## config.mk

```make
export PLATFORM = sky130hd
export DESIGN_NAME = serial_subtractor
export DESIGN_NICKNAME = d
export VERILOG_FILES = /design/src/rtl/sub_pkg.sv /design/src/rtl/full_sub_bit.sv /design/src/rtl/serial_subtractor.sv
export SDC_FILE = /design/constraint.sdc
export NUM_CORES = 1
export LEC_CHECK = 0
export ABC_AREA = 1
export ABC_CLOCK_PERIOD_IN_PS = 1650
export CAP_MARGIN = 25
export CORE_AREA = 2 2 49 51
export DETAILED_ROUTE_END_ITERATION = 6
export DIE_AREA = 0 0 51 53
export PLACE_DENSITY = 0.75
export RECOVER_POWER = 25
export SLEW_MARGIN = 20
export SYNTH_ARGS = -nofsm -noshare
export SYNTH_HDL_FRONTEND = slang
export SYNTH_SLANG_ARGS = --single-unit
```

## constraint.sdc

```tcl
create_clock -name clk -period 1.65 [get_ports clk]
set_input_delay 0.2475 -clock clk [delete_from_list [all_inputs] [get_ports clk]]
set_output_delay 0.2475 -clock clk [all_outputs]
set_load 0.03 [all_outputs]
```

## src/rtl/sub_pkg.sv

```systemverilog
// Shared types and sizing helpers for the bit-serial subtractor.
package sub_pkg;

   typedef enum logic [1:0] {
      IDLE = 2'd0,
      RUN  = 2'd1,
      DONE = 2'd2
   } state_t;

   localparam int DEFAULT_WIDTH = 4;

   // Bit-index counter width; a width of at least one bit keeps the counter legal.
   function automatic int cnt_width(input int w);
      return (w > 1) ? $clog2(w) : 1;
   endfunction

endpackage

```

## src/rtl/full_sub_bit.sv

```systemverilog
// Single-bit full subtractor cell: d = a - b - bin, with borrow-out.
module full_sub_bit (
   input  logic a,
   input  logic b,
   input  logic bin,
   output logic d,
   output logic bout
);

   assign d    = a ^ b ^ bin;
   assign bout = (~a & b) | (~(a ^ b) & bin);

endmodule

```

## src/rtl/serial_subtractor.sv

```systemverilog
// Bit-serial subtractor: in_data1 - in_data2, one bit per clock, LSB first,
// with a start/busy/done handshake and a borrow-out flag.
module serial_subtractor
   import sub_pkg::*;
#(
   parameter int WIDTH = DEFAULT_WIDTH
) (
   input  logic             clk,
   input  logic             rst_n,
   input  logic             start,
   input  logic [WIDTH-1:0] in_data1,
   input  logic [WIDTH-1:0] in_data2,
   output logic             busy,
   output logic             done,
   output logic [WIDTH-1:0] out_data,
   output logic             bw
);

   localparam int CNT_W = cnt_width(WIDTH);

   state_t           state;
   state_t           next_state;

   logic [WIDTH-1:0] a;
   logic [WIDTH-1:0] b;
   logic [WIDTH-1:0] sr;
   logic [CNT_W-1:0] cnt;
   logic             brw;
   logic             last_bit;

   logic             bit_a;
   logic             bit_b;
   logic             bit_d;
   logic             bit_bout;

   logic             accept;
   logic             step;
   logic             finish;

   assign bit_a = a[cnt];
   assign bit_b = b[cnt];

   full_sub_bit u_cell (
      .a    (bit_a),
      .b    (bit_b),
      .bin  (brw),
      .d    (bit_d),
      .bout (bit_bout)
   );

   // Busy covers both the bit-processing phase and the result-presentation cycle.
   assign busy = (state != IDLE);
   assign done = (state == DONE);

   // Next-state decode; RUN holds one extra cycle after the last bit so the
   // result register is loaded exactly on DONE entry.
   always_comb begin
      next_state = state;
      accept     = 1'b0;
      step       = 1'b0;
      finish     = 1'b0;
      case (state)
         IDLE: begin
            if (start) begin
               next_state = RUN;
               accept     = 1'b1;
            end
         end
         RUN: begin
            if (last_bit) begin
               next_state = DONE;
               finish     = 1'b1;
            end else begin
               step = 1'b1;
            end
         end
         DONE: begin
            next_state = IDLE;
         end
         default: begin
            next_state = IDLE;
         end
      endcase
   end

   // State register; reset aborts any operation in flight.
   always_ff @(posedge clk or negedge rst_n) begin
      if (!rst_n) begin
         state <= IDLE;
      end else begin
         state <= next_state;
      end
   end

   // Operand capture, per-bit subtraction and right-shifting result assembly.
   always_ff @(posedge clk or negedge rst_n) begin
      if (!rst_n) begin
         a        <= '0;
         b        <= '0;
         sr       <= '0;
         cnt      <= '0;
         brw      <= 1'b0;
         last_bit <= 1'b0;
      end else if (accept) begin
         a        <= in_data1;
         b        <= in_data2;
         sr       <= '0;
         cnt      <= '0;
         brw      <= 1'b0;
         last_bit <= 1'b0;
      end else if (step) begin
         sr       <= {bit_d, sr[WIDTH-1:1]};
         brw      <= bit_bout;
         cnt      <= cnt + 1'b1;
         last_bit <= (cnt == CNT_W'(WIDTH - 1));
      end
   end

   // Result registers only change when a finished difference is published.
   always_ff @(posedge clk or negedge rst_n) begin
      if (!rst_n) begin
         out_data <= '0;
         bw       <= 1'b0;
      end else if (finish) begin
         out_data <= sr;
         bw       <= brw;
      end
   end

endmodule

```

==> metrics.cfg, run 1 <==
[sta]
min_period_ns=1.58
hold_ws_ns=0.340
rsz0062_at_grt=no
hold_viol_final=0
setup_tns_ns=0
finalMaxSlewViolations=0
finalSetupViolations=0
clock.fmax_mhz=631
finalClockSkew_ns=0.00368
maxSlewHeadroom_pct=77.7
tightest_slew_ns=0.335
period_share_pct=96.0

[final_layout]
n_fill_cell=199
final_nets=158
final_common_cell=nand2_1
area_growth_pct=23.0
layout-drive-gt1-share_pct=10.4
diodes=0
mostFrequentLayoutCells=58 x nand2_1, 22 x dfrtp_1, 18 x nand3_1, 13 x clkdlybuf4s50_1, 8 x inv_1

[drt]
vias=867
drt_iter0_markers=21
routed_wl_um=1960
drc=0
ant_nets=0
routedWlPerCell_um=11.4
vias_per_cell=5.04
drt_first_pass_iters=4

[logic_synthesis]
syn_nets=134
ys_types=16
ys_warn_count=0
netlist_instances=121
ys_ff_latch=23
syn_area_um2=1060
synth.area.top_cells=dfrtp_1 54%, nand2_1 21%, nand3_1 8.5%
synth_largest_area_cell=dfrtp_1
yosys.area.top_type_share_pct=54.4
syn_area_per_cell_um2=8.74
ys_seq_area_share_pct=54.4

[clock_network]
clk_path_buf_depth=2
cts_sinks=23
hold_buffers=0
cts_root_buffer=clkbuf_4
cts_setup_buffers=0
clock_latency_ns=0.31
clk_pin_slew_worst_paths_ns=0.12
htreeDepth=1
post_cts_resized=2
cts_tree=built
cts_buffers=3

[floorplan]
fp.dieH_um=53
die_x_um=51
dieArea_um2=2700
fp.coreArea_um2=2150
start_util_pct=49.2
ios=18
rows=17

[pwr]
p_leak_nw=0.716
ir_worst_vdd_mv=0.989
powerDensity_nw_per_um2=1880

[global_routing]
antenna_found_initial=0
grtUsageMet3_pct=4.24
grt_util_met2_pct=31.0
gr-total-overflow=0
grt_pass1_vias=865
grtUsageMet1_pct=22.1
grt.busiest_layer=met2
track_usage_pct=18.4
grt_max_degree=24
grt_pass1_wl_um=3620

[setup_path]
critPathMaxStageDelay_ns=0.66
end_kind=output pin
start_kind=register
path_cells=clkdlybuf4s50_1
crit_family=buffers and inverters
required_ns=1.40
crit_path_max_fanout=2
slowest_stage=clkdlybuf4s50_1
critical_path_buf_inv_count=1
critPathKind=register to output pin
cp.arrival_ns=1.34

[place]
port-buffer-count=17
hpwl_um=1490
gp_congestion=0.771

[min_path]
hold_path.class=input port to async pin

[flow_run]
drv_cap=0

[outcome]
status=finished clean

==> final timing paths <==
check                                        startpoint                       to  slack [ns]  cells past startpoint
worst min-delay path                              rst_n         a[0]$_DFFE_PN0P_        0.34                      2
max in group asynchronous                         rst_n       cnt[0]$_DFFE_PN0P_        1.08                      2
worst max register to register       cnt[0]$_DFFE_PN0P_        sr[3]$_DFFE_PN0P_        0.09                      8
worst max-delay path                     bw$_DFFE_PN0P_                       bw        0.07                      1
min in group clk                            in_data2[1]         b[1]$_DFFE_PN0P_        0.47                      3
worst min register to register  out_data[0]$_DFFE_PN0P_  out_data[0]$_DFFE_PN0P_        0.49                      2
==> per-layer routing <==
metal  share of wire (%)  vias up
li1                    -      427
met1                  42      408
met2                  51       27
met3                 5.3        5
met4                 2.2        0
met5                   0        -
==> through the flow <==
| step | setup WS, ns | cell area [um^2] | utilization (%) | instances | total power [mW] |
|---|---|---|---|---|---|
| finish | 0.0652 | 1300 | 60.5 | 172 | 2.45 |
| global route | 0.0102 | 1300 | 60.5 | 172 | 2.67 |
| CTS | 0.0216 | 1300 | 60.3 | 172 | 2.47 |
| detailed placement | 0.0781 | 1270 | 59.2 | 168 | 2.23 |
| global placement | 0.168 | 1270 | 59.2 | 168 | 2.16 |
| floorplan | 0.213 | 1060 | - | 121 | 1.84 |
==> synth_stat cells <==
| library cell | n |
|---|---|
| nand4_1 | 1 |
| buf_6 | 2 |
| inv_1 | 8 |
| dfrtp_1 | 23 |
| inv_2 | 2 |
| nand3_2 | 1 |
| buf_2 | 1 |
| nand3_4 | 1 |
| nand2_4 | 1 |
| nand2_1 | 58 |
| o211ai_1 | 1 |
| nand3_1 | 18 |
| nor2_8 | 1 |
| fa_1 | 1 |
| ha_1 | 1 |
| nor2_1 | 1 |
==> power breakdown <==
| part | total, mW | switching (mW) | internal, mW |
|---|---|---|---|
| registers | 1.02 | 0.207 | 0.810 |
| logic | 1.18 | 0.713 | 0.462 |
| clock network | 0.256 | 0.162 | 0.0946 |
==> sequential cells by signal (all words and copies together) (netlist names) <==
signal	cells
out_data	4
bw	1
cnt	2
b	4
a	4
state	2
last_bit	1
brw	1
sr	4
==> area by class of cell <==
class	instances	area, um^2	area share [%]
sequential	23	577	44.4
tap	28	35.0	2.69
timing repair buffer	22	208	16.0
clock buffer	4	26.3	2.02
inverter	10	37.5	2.89
multi-input combinational	85	417	32.1
==> cells by family after synthesis <==
family                     Yosys count  share of synthesized area (%)
and+or+nand+nor                     82                           35.6
AOI/OAI and AO/OA                    1                          0.710
adders and majority gates            2                           3.08
DFF                                 23                           54.4
buffers and inverters               13                           6.15
==> worst reg2reg max path, delay by kind of cell (launching register included) <==
| kind | cells | cell delay [ns] |
|---|---|---|
| buffers and inverters | 2 | 0.17 |
| adder cells (fa/ha/maj) | 1 | 0.50 |
| AND/OR/NAND/NOR | 5 | 0.33 |
| flip-flops | 1 | 0.47 |
Power figures use the tool's default switching activity.
==> run 2: changes to the inputs <==
- REMOVE_ABC_BUFFERS: unset -> 1
==> metrics.cfg, run 2 (synthesized netlist as in run 1, its figures left out) <==
[sta]
finalClockSkew_ns=0.000948  ; -0.00273 ns
setup_tns_ns=0  ; unchanged
finalSetupViolations=0  ; unchanged
hold_viol_final=0  ; unchanged
tightest_slew_ns=0.318  ; -0.0163 ns
min_period_ns=1.60  ; +0.0138 ns
maxSlewHeadroom_pct=78.7  ; +1.1 points
hold_ws_ns=0.346  ; +0.00617 ns
clock.fmax_mhz=626  ; -0.86%
setup_ws_ns=0.0514  ; -0.0138 ns
finalMaxSlewViolations=0  ; unchanged
period_share_pct=96.9  ; +0.84 points

[clock_network]
cts_setup_buffers=0  ; unchanged
clk_path_buf_depth=2  ; unchanged
cts_sinks=23  ; unchanged
cts_buffers=3  ; unchanged
cts_root_buffer=clkbuf_4
hold_buffers=0  ; unchanged
cts_tree=built
clock_latency_ns=0.31  ; about the same
htreeDepth=1  ; unchanged
clk_pin_slew_worst_paths_ns=0.12  ; about the same

[setup_path]
critical_path_buf_inv_count=1  ; unchanged
path_cells=clkdlybuf4s50_1
cp.arrival_ns=1.35  ; about the same
slowest_stage=clkdlybuf4s50_1
start_kind=register
startpoint=out_data[3]$_DFFE_PN0P_
r2r-start=cnt[0]$_DFFE_PN0P_
crit_path_max_fanout=2  ; unchanged
critPathKind=register to output pin
end_kind=output pin
required_ns=1.40  ; about the same
critPathMaxStageDelay_ns=0.67  ; about the same
crit_family=buffers and inverters

[final_layout]
fin_util_pct=60.6  ; about the same
final_nets=158  ; unchanged
diodes=0  ; unchanged
fin_cells=172  ; unchanged
layout-drive-gt1-share_pct=11.1  ; +0.69 points
design_area_um2=1300  ; about the same
mostFrequentLayoutCells=58 x nand2_1, 22 x dfrtp_1, 18 x nand3_1, 13 x clkdlybuf4s50_1, 8 x inv_1
area_growth_pct=23.1  ; about the same
final_common_cell=nand2_1

[place]
gp_congestion=0.781  ; +1.4%
port-buffer-count=17  ; unchanged
dpl_cell_area_um2=1270  ; unchanged
dpl.cell_count=168  ; unchanged
dp_slack_ns=0.121  ; +0.0434 ns
hpwl_um=1440  ; -3.8%

[pwr]
powerDensity_nw_per_um2=1870  ; -0.50%
p_leak_nw=0.722  ; +0.82%
power_mw=2.44  ; -0.40%
ir_worst_vdd_mv=1.06  ; +7.5%

[drt]
drt_iter0_markers=14  ; -33%
dr_wl_met2_um=908  ; -8.7%
vias=843  ; -2.8%
wl_met1_um=863  ; +6.0%
drt_first_pass_iters=4  ; unchanged
drc=0  ; unchanged
met3_length_um=64  ; -38%
vias_per_cell=4.90  ; -2.8%
highest_layer=met4
routedWlPerCell_um=10.9  ; -3.9%
routed_wl_um=1880  ; -3.9%
ant_nets=0  ; unchanged

[floorplan]
ios=18  ; unchanged
dieArea_um2=2700  ; unchanged
fp.coreArea_um2=2150  ; unchanged
fp.dieH_um=53  ; unchanged
rows=17  ; unchanged
start_util_pct=49.2  ; unchanged
die_x_um=51  ; unchanged

[global_routing]
track_usage_pct=16.4  ; -2.0 points
antenna_found_initial=0  ; unchanged
grt_pass1_vias=793  ; -8.3%
gr-total-overflow=0  ; unchanged
grt_max_degree=24  ; unchanged
grt_pass1_wl_um=3320  ; -8.4%

[flow_run]
drv_cap=0  ; unchanged

[outcome]
status=finished clean

[min_path]
hold_path.class=input port to async pin

## run 2: cell types whose count changed in the layout (fill, tap and decap cells not counted)
| cell | delta |
|---|---|
| clkbuf_1 | -1 |
| clkinv_2 | +1 |
## run 2: area by class of cell
type                    instances  area [um^2]
repair buffers                 22          208
well taps                      28         35.0
multi-input cells              85          417
fillers                       195          847
clock buffers                   3         22.5
inverters                      10         37.5
flip-flops and latches         23          577
clock inverters                 1         5.00
## run 2: worst paths after layout
kind                                 endpoint  cells after the start  slack, ns
setup reg to reg            sr[3]$_DFFE_PN0P_                      8       0.14
min in group clk             b[1]$_DFFE_PN0P_                      3       0.47
setup / recovery                  out_data[3]                      1       0.05
hold reg to reg              a[3]$_DFFE_PN0P_                      2       0.49
max in group asynchronous  cnt[0]$_DFFE_PN0P_                      2       1.07
hold / removal               a[0]$_DFFE_PN0P_                      2       0.35
## run 2: metal layers
metal  global-route usage (%)  vias to the layer above
li1                         -                      427
met1                     21.3                      390
met2                     27.5                       21
met3                     1.69                        5
met4                     8.11                        0
met5                        0                        -
## run 2: where the power goes
part | total (mW) | internal, mW | leakage (nW) | switching, mW
combinational | 1.17 | 0.464 | 0.412 | 0.706
clock | 0.260 | 0.0908 | 0.0177 | 0.169
sequential | 1.01 | 0.810 | 0.292 | 0.199
total | 2.44 | 1.36 | 0.722 | 1.07
## run 2: repair_timing
action | 4_1_cts | 5_1_grt
endpoints found under the setup margin | 2 | 2
hold endpoints to repair | 0 | 0
gates resized for setup | 2 | 2
==> run 3: changes to the inputs <==
- SLEW_MARGIN: 20 -> unset
==> results of run 3 <==
No change in the layout: final DEF, timing and power equal those of run 2.
